$ cat src/rtl/regfile_dump_reader_if.sv
// Register-file read port plus {addr, data} valid/ready output stream of the dump reader.
interface regfile_dump_reader_if #(
   parameter int unsigned ADDR_W = 4,
   parameter int unsigned DATA_W = 16
);
   logic [ADDR_W-1:0] rf_addr;
   logic [DATA_W-1:0] rf_data;
   logic              out_valid;
   logic              out_ready;
   logic [ADDR_W-1:0] out_addr;
   logic [DATA_W-1:0] out_data;
   logic              out_last;

   modport master (
      output rf_addr,
      input  rf_data,
      output out_valid,
      output out_addr,
      output out_data,
      output out_last,
      input  out_ready
   );

   modport slave (
      input  rf_addr,
      output rf_data,
      input  out_valid,
      input  out_addr,
      input  out_data,
      input  out_last,
      output out_ready
   );
endinterface

$ cat src/rtl/regfile_dump_reader.sv
// Walks a register-file read port from 0 to NUM_REGS-1 on start and streams each
// register as an {address, data} word; never writes the register file.
module regfile_dump_reader #(
   parameter int unsigned NUM_REGS = 16,
   parameter int unsigned ADDR_W   = 4,
   parameter int unsigned DATA_W   = 16
) (
   input  logic                   CLK,
   input  logic                   RESET,
   input  logic                   start_i,
   output logic                   busy_o,
   output logic                   done_o,
   regfile_dump_reader_if.master  dump_io
);

   localparam logic [ADDR_W-1:0] LastIdx = ADDR_W'(NUM_REGS - 1);

   typedef enum logic [1:0] {StIdle, StRead, StSend, StDone} state_e;

   state_e              state_q, state_d;
   logic [ADDR_W-1:0]   idx_q, idx_d;
   logic [ADDR_W-1:0]   out_addr_q, out_addr_d;
   logic [DATA_W-1:0]   out_data_q, out_data_d;
   logic                out_last_q, out_last_d;
   logic                out_valid_q, out_valid_d;
   logic                busy_q, busy_d;
   logic                done_q, done_d;

   always_ff @(posedge CLK) begin
      if (RESET) begin
         state_q     <= StIdle;
         idx_q       <= '0;
         out_addr_q  <= '0;
         out_data_q  <= '0;
         out_last_q  <= 1'b0;
         out_valid_q <= 1'b0;
         busy_q      <= 1'b0;
         done_q      <= 1'b0;
      end else begin
         state_q     <= state_d;
         idx_q       <= idx_d;
         out_addr_q  <= out_addr_d;
         out_data_q  <= out_data_d;
         out_last_q  <= out_last_d;
         out_valid_q <= out_valid_d;
         busy_q      <= busy_d;
         done_q      <= done_d;
      end
   end

   always_comb begin
      state_d = state_q;
      idx_d   = idx_q;
      unique case (state_q)
         StIdle: begin
            idx_d = '0;
            if (start_i) state_d = StRead;
         end
         StRead: state_d = StSend;
         StSend: begin
            if (dump_io.out_ready) begin
               if (out_last_q) begin
                  state_d = StDone;
               end else begin
                  idx_d   = idx_q + ADDR_W'(1);
                  state_d = StRead;
               end
            end
         end
         StDone:  state_d = StIdle;
         default: state_d = StIdle;
      endcase
   end

   // Status flags are registered from the next state so they line up with it.
   always_comb begin
      out_addr_d = out_addr_q;
      out_data_d = out_data_q;
      out_last_d = out_last_q;
      if (state_q == StRead) begin
         out_addr_d = idx_q;
         out_data_d = dump_io.rf_data;
         out_last_d = (idx_q == LastIdx);
      end
      out_valid_d = (state_d == StSend);
      busy_d      = (state_d != StIdle);
      done_d      = (state_d == StDone);
   end

   assign dump_io.rf_addr   = idx_q;
   assign dump_io.out_valid = out_valid_q;
   assign dump_io.out_addr  = out_addr_q;
   assign dump_io.out_data  = out_data_q;
   assign dump_io.out_last  = out_last_q;
   assign busy_o            = busy_q;
   assign done_o            = done_q;

endmodule

$ cat src/flat_wrapper.sv
// flat-port wrapper written by rule: the top's interface ports become plain ports
module regfile_dump_reader_flat 
#(
   parameter int unsigned NUM_REGS = 16,
   parameter int unsigned ADDR_W   = 4,
   parameter int unsigned DATA_W   = 16
)
  (CLK, RESET, start_i, busy_o, done_o, dump_io_rf_addr, dump_io_rf_data, dump_io_out_valid, dump_io_out_addr, dump_io_out_data, dump_io_out_last, dump_io_out_ready);
  regfile_dump_reader_if #(.ADDR_W(ADDR_W), .DATA_W(DATA_W)) dump_io_i ();
  input  logic CLK;
  input  logic RESET;
  input  logic start_i;
  output logic busy_o;
  output logic done_o;
  output wire logic [$bits(dump_io_i.rf_addr)-1:0] dump_io_rf_addr;
  input wire logic [$bits(dump_io_i.rf_data)-1:0] dump_io_rf_data;
  output wire logic [$bits(dump_io_i.out_valid)-1:0] dump_io_out_valid;
  output wire logic [$bits(dump_io_i.out_addr)-1:0] dump_io_out_addr;
  output wire logic [$bits(dump_io_i.out_data)-1:0] dump_io_out_data;
  output wire logic [$bits(dump_io_i.out_last)-1:0] dump_io_out_last;
  input wire logic [$bits(dump_io_i.out_ready)-1:0] dump_io_out_ready;
  assign dump_io_rf_addr = dump_io_i.rf_addr;
  assign dump_io_i.rf_data = dump_io_rf_data;
  assign dump_io_out_valid = dump_io_i.out_valid;
  assign dump_io_out_addr = dump_io_i.out_addr;
  assign dump_io_out_data = dump_io_i.out_data;
  assign dump_io_out_last = dump_io_i.out_last;
  assign dump_io_i.out_ready = dump_io_out_ready;
  regfile_dump_reader #(.NUM_REGS(NUM_REGS), .ADDR_W(ADDR_W), .DATA_W(DATA_W)) u_core (.CLK(CLK), .RESET(RESET), .start_i(start_i), .busy_o(busy_o), .done_o(done_o), .dump_io(dump_io_i));
endmodule
$ cat config.mk
export PLATFORM = sky130hd
export DESIGN_NAME = regfile_dump_reader_flat
export DESIGN_NICKNAME = d
export VERILOG_FILES = /design/src/rtl/regfile_dump_reader_if.sv /design/src/rtl/regfile_dump_reader.sv /design/src/flat_wrapper.sv
export SDC_FILE = /design/constraint.sdc
export NUM_CORES = 1
export LEC_CHECK = 0
export ABC_AREA = 1
export BUFFER_PORTS_ARGS = -buffer_cell sky130_fd_sc_hd__buf_2
export CELL_PAD_IN_SITES_DETAIL_PLACEMENT = 0
export CELL_PAD_IN_SITES_GLOBAL_PLACEMENT = 2
export CORE_AREA = 2 2 73 75
export CTS_BUF_LIST = sky130_fd_sc_hd__clkbuf_8
export CTS_CLUSTER_DIAMETER = 60
export CTS_CLUSTER_SIZE = 40
export DETAILED_ROUTE_END_ITERATION = 10
export DIE_AREA = 0 0 75 77
export PLACE_DENSITY = 0.81
export SYNTH_ARGS = -nofsm -noshare
export SYNTH_HDL_FRONTEND = slang
export SYNTH_SLANG_ARGS = --single-unit
$ cat constraint.sdc
create_clock -name CLK -period 2.2 [get_ports CLK]
set_input_delay 0.11 -clock CLK [delete_from_list [all_inputs] [get_ports CLK]]
set_output_delay 0.11 -clock CLK [all_outputs]
set_load 0.05 [all_outputs]
## Word-level counts from Yosys, hierarchy flattened

Cells that the tools add are included.

| storage, ports and cells | value |
|---|---|
| bits in registers | 30 |
| input port bits | 20 |
| output and inout port bits | 28 |

| cells by class | value |
|---|---|
| $add $sub $neg | 1 |
| equal/unequal tests | 8 |
| multiplexer cells | 7 |
| reductions and logical operators | 4 |

Operators with widths:

| cell | count |
|---|---|
| $eq 2x2->1 const B | 4 |
| $mux 4 | 2 |
| $pmux 2 s4 | 1 |
| $pmux 4 s2 | 1 |
| $mux 2 | 3 |
| $add 4x1->4 const B | 1 |
| $eq 4x4->1 const B | 1 |
| $ne 2x2->1 const B | 2 |
| $reduce_bool 2->1 | 2 |
| $reduce_and 3->1 | 1 |
| $eq 2x1->1 const B | 1 |
| $logic_not 2->1 | 1 |

## Logic depth before layout (Yosys ltp)

| depth | value |
|---|---|
| word-level depth | 4 |
| depth in mapped cells | 6 |
| gate-level depth less buffers | 6 |

## Worst setup path after synthesis

Ideal clock, no wire load.

| path | value |
|---|---|
| path type | register -> register |
| from | reg u_core.idx_q[1], in the netlist u_core.dump_io.rf_addr[1] |
| to | reg u_core.idx_q[2], in the netlist u_core.dump_io.rf_addr[2] |
| library setup time | 0.110 ns |
| arrival | 1.250 ns |
| required time | 2.090 ns |
| setup slack | 0.840 ns |
| cell stages (with the launch flop) | 7 |
| path through | dfxtp_1 > ha_1 > nand2_1 > nand2_1 > nand3_1 > nand2_1 > nor2_1 |

| on the way | value |
|---|---|
| cells in the longest elaborated chain, start to end | 4 |

RTL lines:

| item | line | text |
|---|---|---|
| start, declared | regfile_dump_reader.sv:21 | `logic [ADDR_W-1:0] idx_q, idx_d;` |
| start signal, assigned | regfile_dump_reader.sv:41 | `idx_q <= idx_d;` |
| $add 4x1->4 | regfile_dump_reader.sv:65 | `idx_d = idx_q + ADDR_W'(1);` |
| $mux 4 | regfile_dump_reader.sv:62 | `if (out_last_q) begin` |
| $mux 4 | regfile_dump_reader.sv:61 | `if (dump_io.out_ready) begin` |
| $pmux 4 s2 | regfile_dump_reader.sv:54 | `unique case (state_q)` |

Every way passes these cells. The select of a mux whose other input is x is not followed.
A chain may end at the register's enable or synchronous reset.

## Worst setup path after layout

| path | value |
|---|---|
| from | reg u_core.state_q[1] |
| to | reg u_core.busy_q, in the netlist u_core.busy_o |

| on the way | value |
|---|---|
| cells in the longest elaborated chain, start to end | 3 |
| elaborated cells between the ends (all ways) | 8 |
| classes of those cells | eq/ne (3); mux (3); reduce/logical (2) |

RTL lines:

| item | line | text |
|---|---|---|
| start, declared | regfile_dump_reader.sv:20 | `state_e state_q, state_d;` |
| start signal, assigned | regfile_dump_reader.sv:31 | `state_q <= StIdle;` |
| start signal, assigned | regfile_dump_reader.sv:40 | `state_q <= state_d;` |
| $eq 2x2->1, or another cell as far along | regfile_dump_reader.sv:54 |  |
| $pmux 2 s4 (*) | regfile_dump_reader.sv:54 |  |
| $reduce_bool 2->1 (*) | regfile_dump_reader.sv:86 | `busy_d = (state_d != StIdle);` |
| end signal, assigned | regfile_dump_reader.sv:46 | `busy_q <= busy_d;` |
| end, declared | regfile_dump_reader.sv:26 | `logic busy_q, busy_d;` |

Mark *: on every way between the ends. The rest lies on a longest branch, timed or not.

==> flow_metrics.env <==
export IMPL_outcome="complete, no violations"
export IMPL_whs_path_depth=3
export IMPL_die_width_um=75
export IMPL_drt_iter0_markers=54
export IMPL_r2r_cells=5
export IMPL_dr_pass1_iters=4
export IMPL_hold_buffers=0
export IMPL_p_leak_nw=0.743
export IMPL_synthTopCellsByCount="45 x nor2_1, 30 x dfxtp_1, 17 x nand2_1"
export IMPL_worst_pin_slew_ns=0.582
export IMPL_crit_arrival_ns=1.47
export IMPL_post_synth_top_area_fraction_pct=52.3
export IMPL_hp_class="in2reg"
export IMPL_synthArstFlopShare_pct=0
export IMPL_synth_edf_count=0
export IMPL_cts_htree_levels=2
export IMPL_wl_per_cell_um=10.4
export IMPL_port_buffer_count=47
export IMPL_crit_required_ns=2.35
export IMPL_period_minus_slack_ns=1.33
export IMPL_grt_util_met2_pct=14.5
export IMPL_r2r_end="u_core.busy_o"
export IMPL_via_per_inst=4.00
export IMPL_die_height_um=77
export IMPL_syn_area_mm2=0.00115
export IMPL_tritoncts="built"
export IMPL_path_max_fanout=24
export IMPL_hold_violations=0
export IMPL_synth_cells=146
export IMPL_grt_most_used_layer="met2"
export IMPL_grt_overflow_total=0
export IMPL_drive_gt1_share_pct=29.7
export IMPL_grtUsageMet3_pct=5.12
export IMPL_period_share_pct=60.3
export IMPL_cellPowerDensity_mw_per_mm2=862
export IMPL_grt_first_pass_wirelength_mm=4.40
export IMPL_num_antenna_cells=0
export IMPL_gp_congestion=0.688
export IMPL_insertion_delay_ns=0.27
export IMPL_ys_flop_type="dfxtp_1"
export IMPL_dieArea_mm2=0.00578
export IMPL_hold_ws_ns=0.0595
export IMPL_grt_pass1_vias=988
export IMPL_worst_setup_path_type="reg2reg"
export IMPL_yosysSeqAreaShare_pct=52.3
export IMPL_cts_buffers=5
export IMPL_vias=1048
export IMPL_holdCritStartpoint="dump_io_rf_data[10]"
export IMPL_synth_area_leader_cell="dfxtp_1"
export IMPL_grt_max_degree=25
export IMPL_rr_startpoint="u_core.state_q[1]"
export IMPL_fmax_mhz=753
export IMPL_syn_avg_cell_area_um2=7.87
export IMPL_drt_total_wl_mm=2.73
export IMPL_initial_core_util_pct=23.1
export IMPL_max_clock_path_buffers=2
export IMPL_antenna_found_initial=0
export IMPL_start_kind="register"
export IMPL_antenna_left=0
export IMPL_root_buffer="clkbuf_8"
export IMPL_drc_errors=0
export IMPL_drv_slew=0
export IMPL_yosysWarnings=0
export IMPL_hold_end="u_core.dump_io.out_data[10]"
export IMPL_core_area_mm2=0.00498
export IMPL_slew_headroom_pct=61.1
export IMPL_ios=48
export IMPL_yosysMostFrequentCell="nor2_1"
export IMPL_post_cts_buffers=0
export IMPL_cts_resized=0
export IMPL_clock_sinks=30
export IMPL_grt_setup_unrepaired="no"
export IMPL_num_fill_cells=562
export IMPL_fin_setup_tns_ns=0
export IMPL_cp_end_kind="register"
export IMPL_ys_ff_latch=30
export IMPL_area_delta_synth_final_pct=30.1
export IMPL_clk_pin_slew_ns=0.06
export IMPL_use_met1_pct=12.5
export IMPL_syn_nets=167
export IMPL_peakVddDrop_v=0.000282
export IMPL_rows=26
export IMPL_fin_skew_ns=0.00292
export IMPL_rrSetupSlack_ns=0.87
export IMPL_setup_viol=0
export IMPL_dp_final_hpwl_mm=1.93
export IMPL_yosys_top_cells_area="dfxtp_1 52%, nor2_1 15%, nand2_1 5.6%, o21ai_0 4.8%, o21ai_1 4.4%"
export IMPL_ys_types=17
export IMPL_cap_violations=0
export IMPL_grt_total_usage_pct=10.1
export IMPL_nets=214
stage by stage:
| step | util [%] | worst slack [ns] | instances | total power, mW | area [um2] |
|---|---|---|---|---|---|
| 6_report | 30.0 | 0.873 | 262 | 1.29 | 1490 |
| 5_1_grt | 30.0 | 0.723 | 262 | 1.36 | 1490 |
| 4_1_cts | 30.0 | 0.839 | 262 | 1.31 | 1490 |
| 3_5_place_dp | 28.4 | 0.857 | 256 | 0.882 | 1410 |
| 3_3_place_gp | 28.4 | 0.893 | 256 | 0.882 | 1410 |
| 2_1_floorplan | - | 0.840 | 146 | 0.824 | 1150 |
metal layers:
metal,vias up,routed length (um)
met5,-,0
met4,0,23
met3,2,214
met2,29,1160
met1,456,1330
li1,561,-
kinds of logic after synthesis:
family	share of synthesized area (%)
fa+ha+maj	1.09
compound gates	12.7
flops	52.3
buf+inv	8.71
simple gates	25.2
layout make-up:
| cell class | instances | area (um2) | area share (%) |
|---|---|---|---|
| clock buffer | 6 | 82.6 | 5.53 |
| inverter | 10 | 40.0 | 2.68 |
| multi-input combinational | 99 | 448 | 30.0 |
| sequential | 30 | 601 | 40.2 |
| tap | 70 | 87.6 | 5.86 |
| timing repair buffer | 47 | 235 | 15.7 |
critical path: stages, from the launching register on:
cell,delay [ns]
dfxtp_1,0.53
nor2_8,0.15
inv_4,0.21
nand2_1,0.10
nand2_1,0.10
o21ai_0,0.10
sequential cells by signal (all words and copies together) (netlist names):
signal	cells
u_core.dump_io.out_addr	4
u_core.busy_o	1
u_core.done_o	1
u_core.state_q	2
u_core.dump_io.rf_addr	4
u_core.dump_io.out_valid	1
u_core.dump_io.out_data	16
u_core.dump_io.out_last	1
placed cells by master (no fill, tap or decap):
cell type | netlist | layout
nor2_1 | 45 | 45
nand4_1 | 1 | 1
a21oi_1 | 5 | 5
nand2_1 | 17 | 17
a21oi_2 | 1 | 1
clkbuf_8 | 0 | 6
inv_1 | 8 | 8
o211ai_1 | 1 | 1
ha_1 | 1 | 1
inv_4 | 1 | 1
o21ai_0 | 11 | 11
nand3_1 | 6 | 6
inv_2 | 1 | 1
dfxtp_1 | 30 | 30
buf_2 | 3 | 47
o21ai_1 | 10 | 10
nor2_8 | 1 | 1
worst max path at each step:
stage	from	endpoint	slack, ns
floorplan	u_core.dump_io.rf_addr[1]	u_core.dump_io.rf_addr[2]	0.84
global placement	u_core.state_q[1]	u_core.busy_o	0.89
detailed placement	u_core.state_q[1]	u_core.busy_o	0.86
CTS	u_core.state_q[1]	u_core.busy_o	0.84
global route	u_core.state_q[1]	u_core.done_o	0.72
finish	u_core.state_q[1]	u_core.busy_o	0.87
power by group:
part           leakage (nW)  switching [mW]  internal, mW  total (mW)
combinational         0.454           0.202        0.0621       0.264
sequential            0.246          0.0212         0.582       0.603
clock                0.0431           0.181         0.240       0.421
Power figures use the tool's default switching activity.
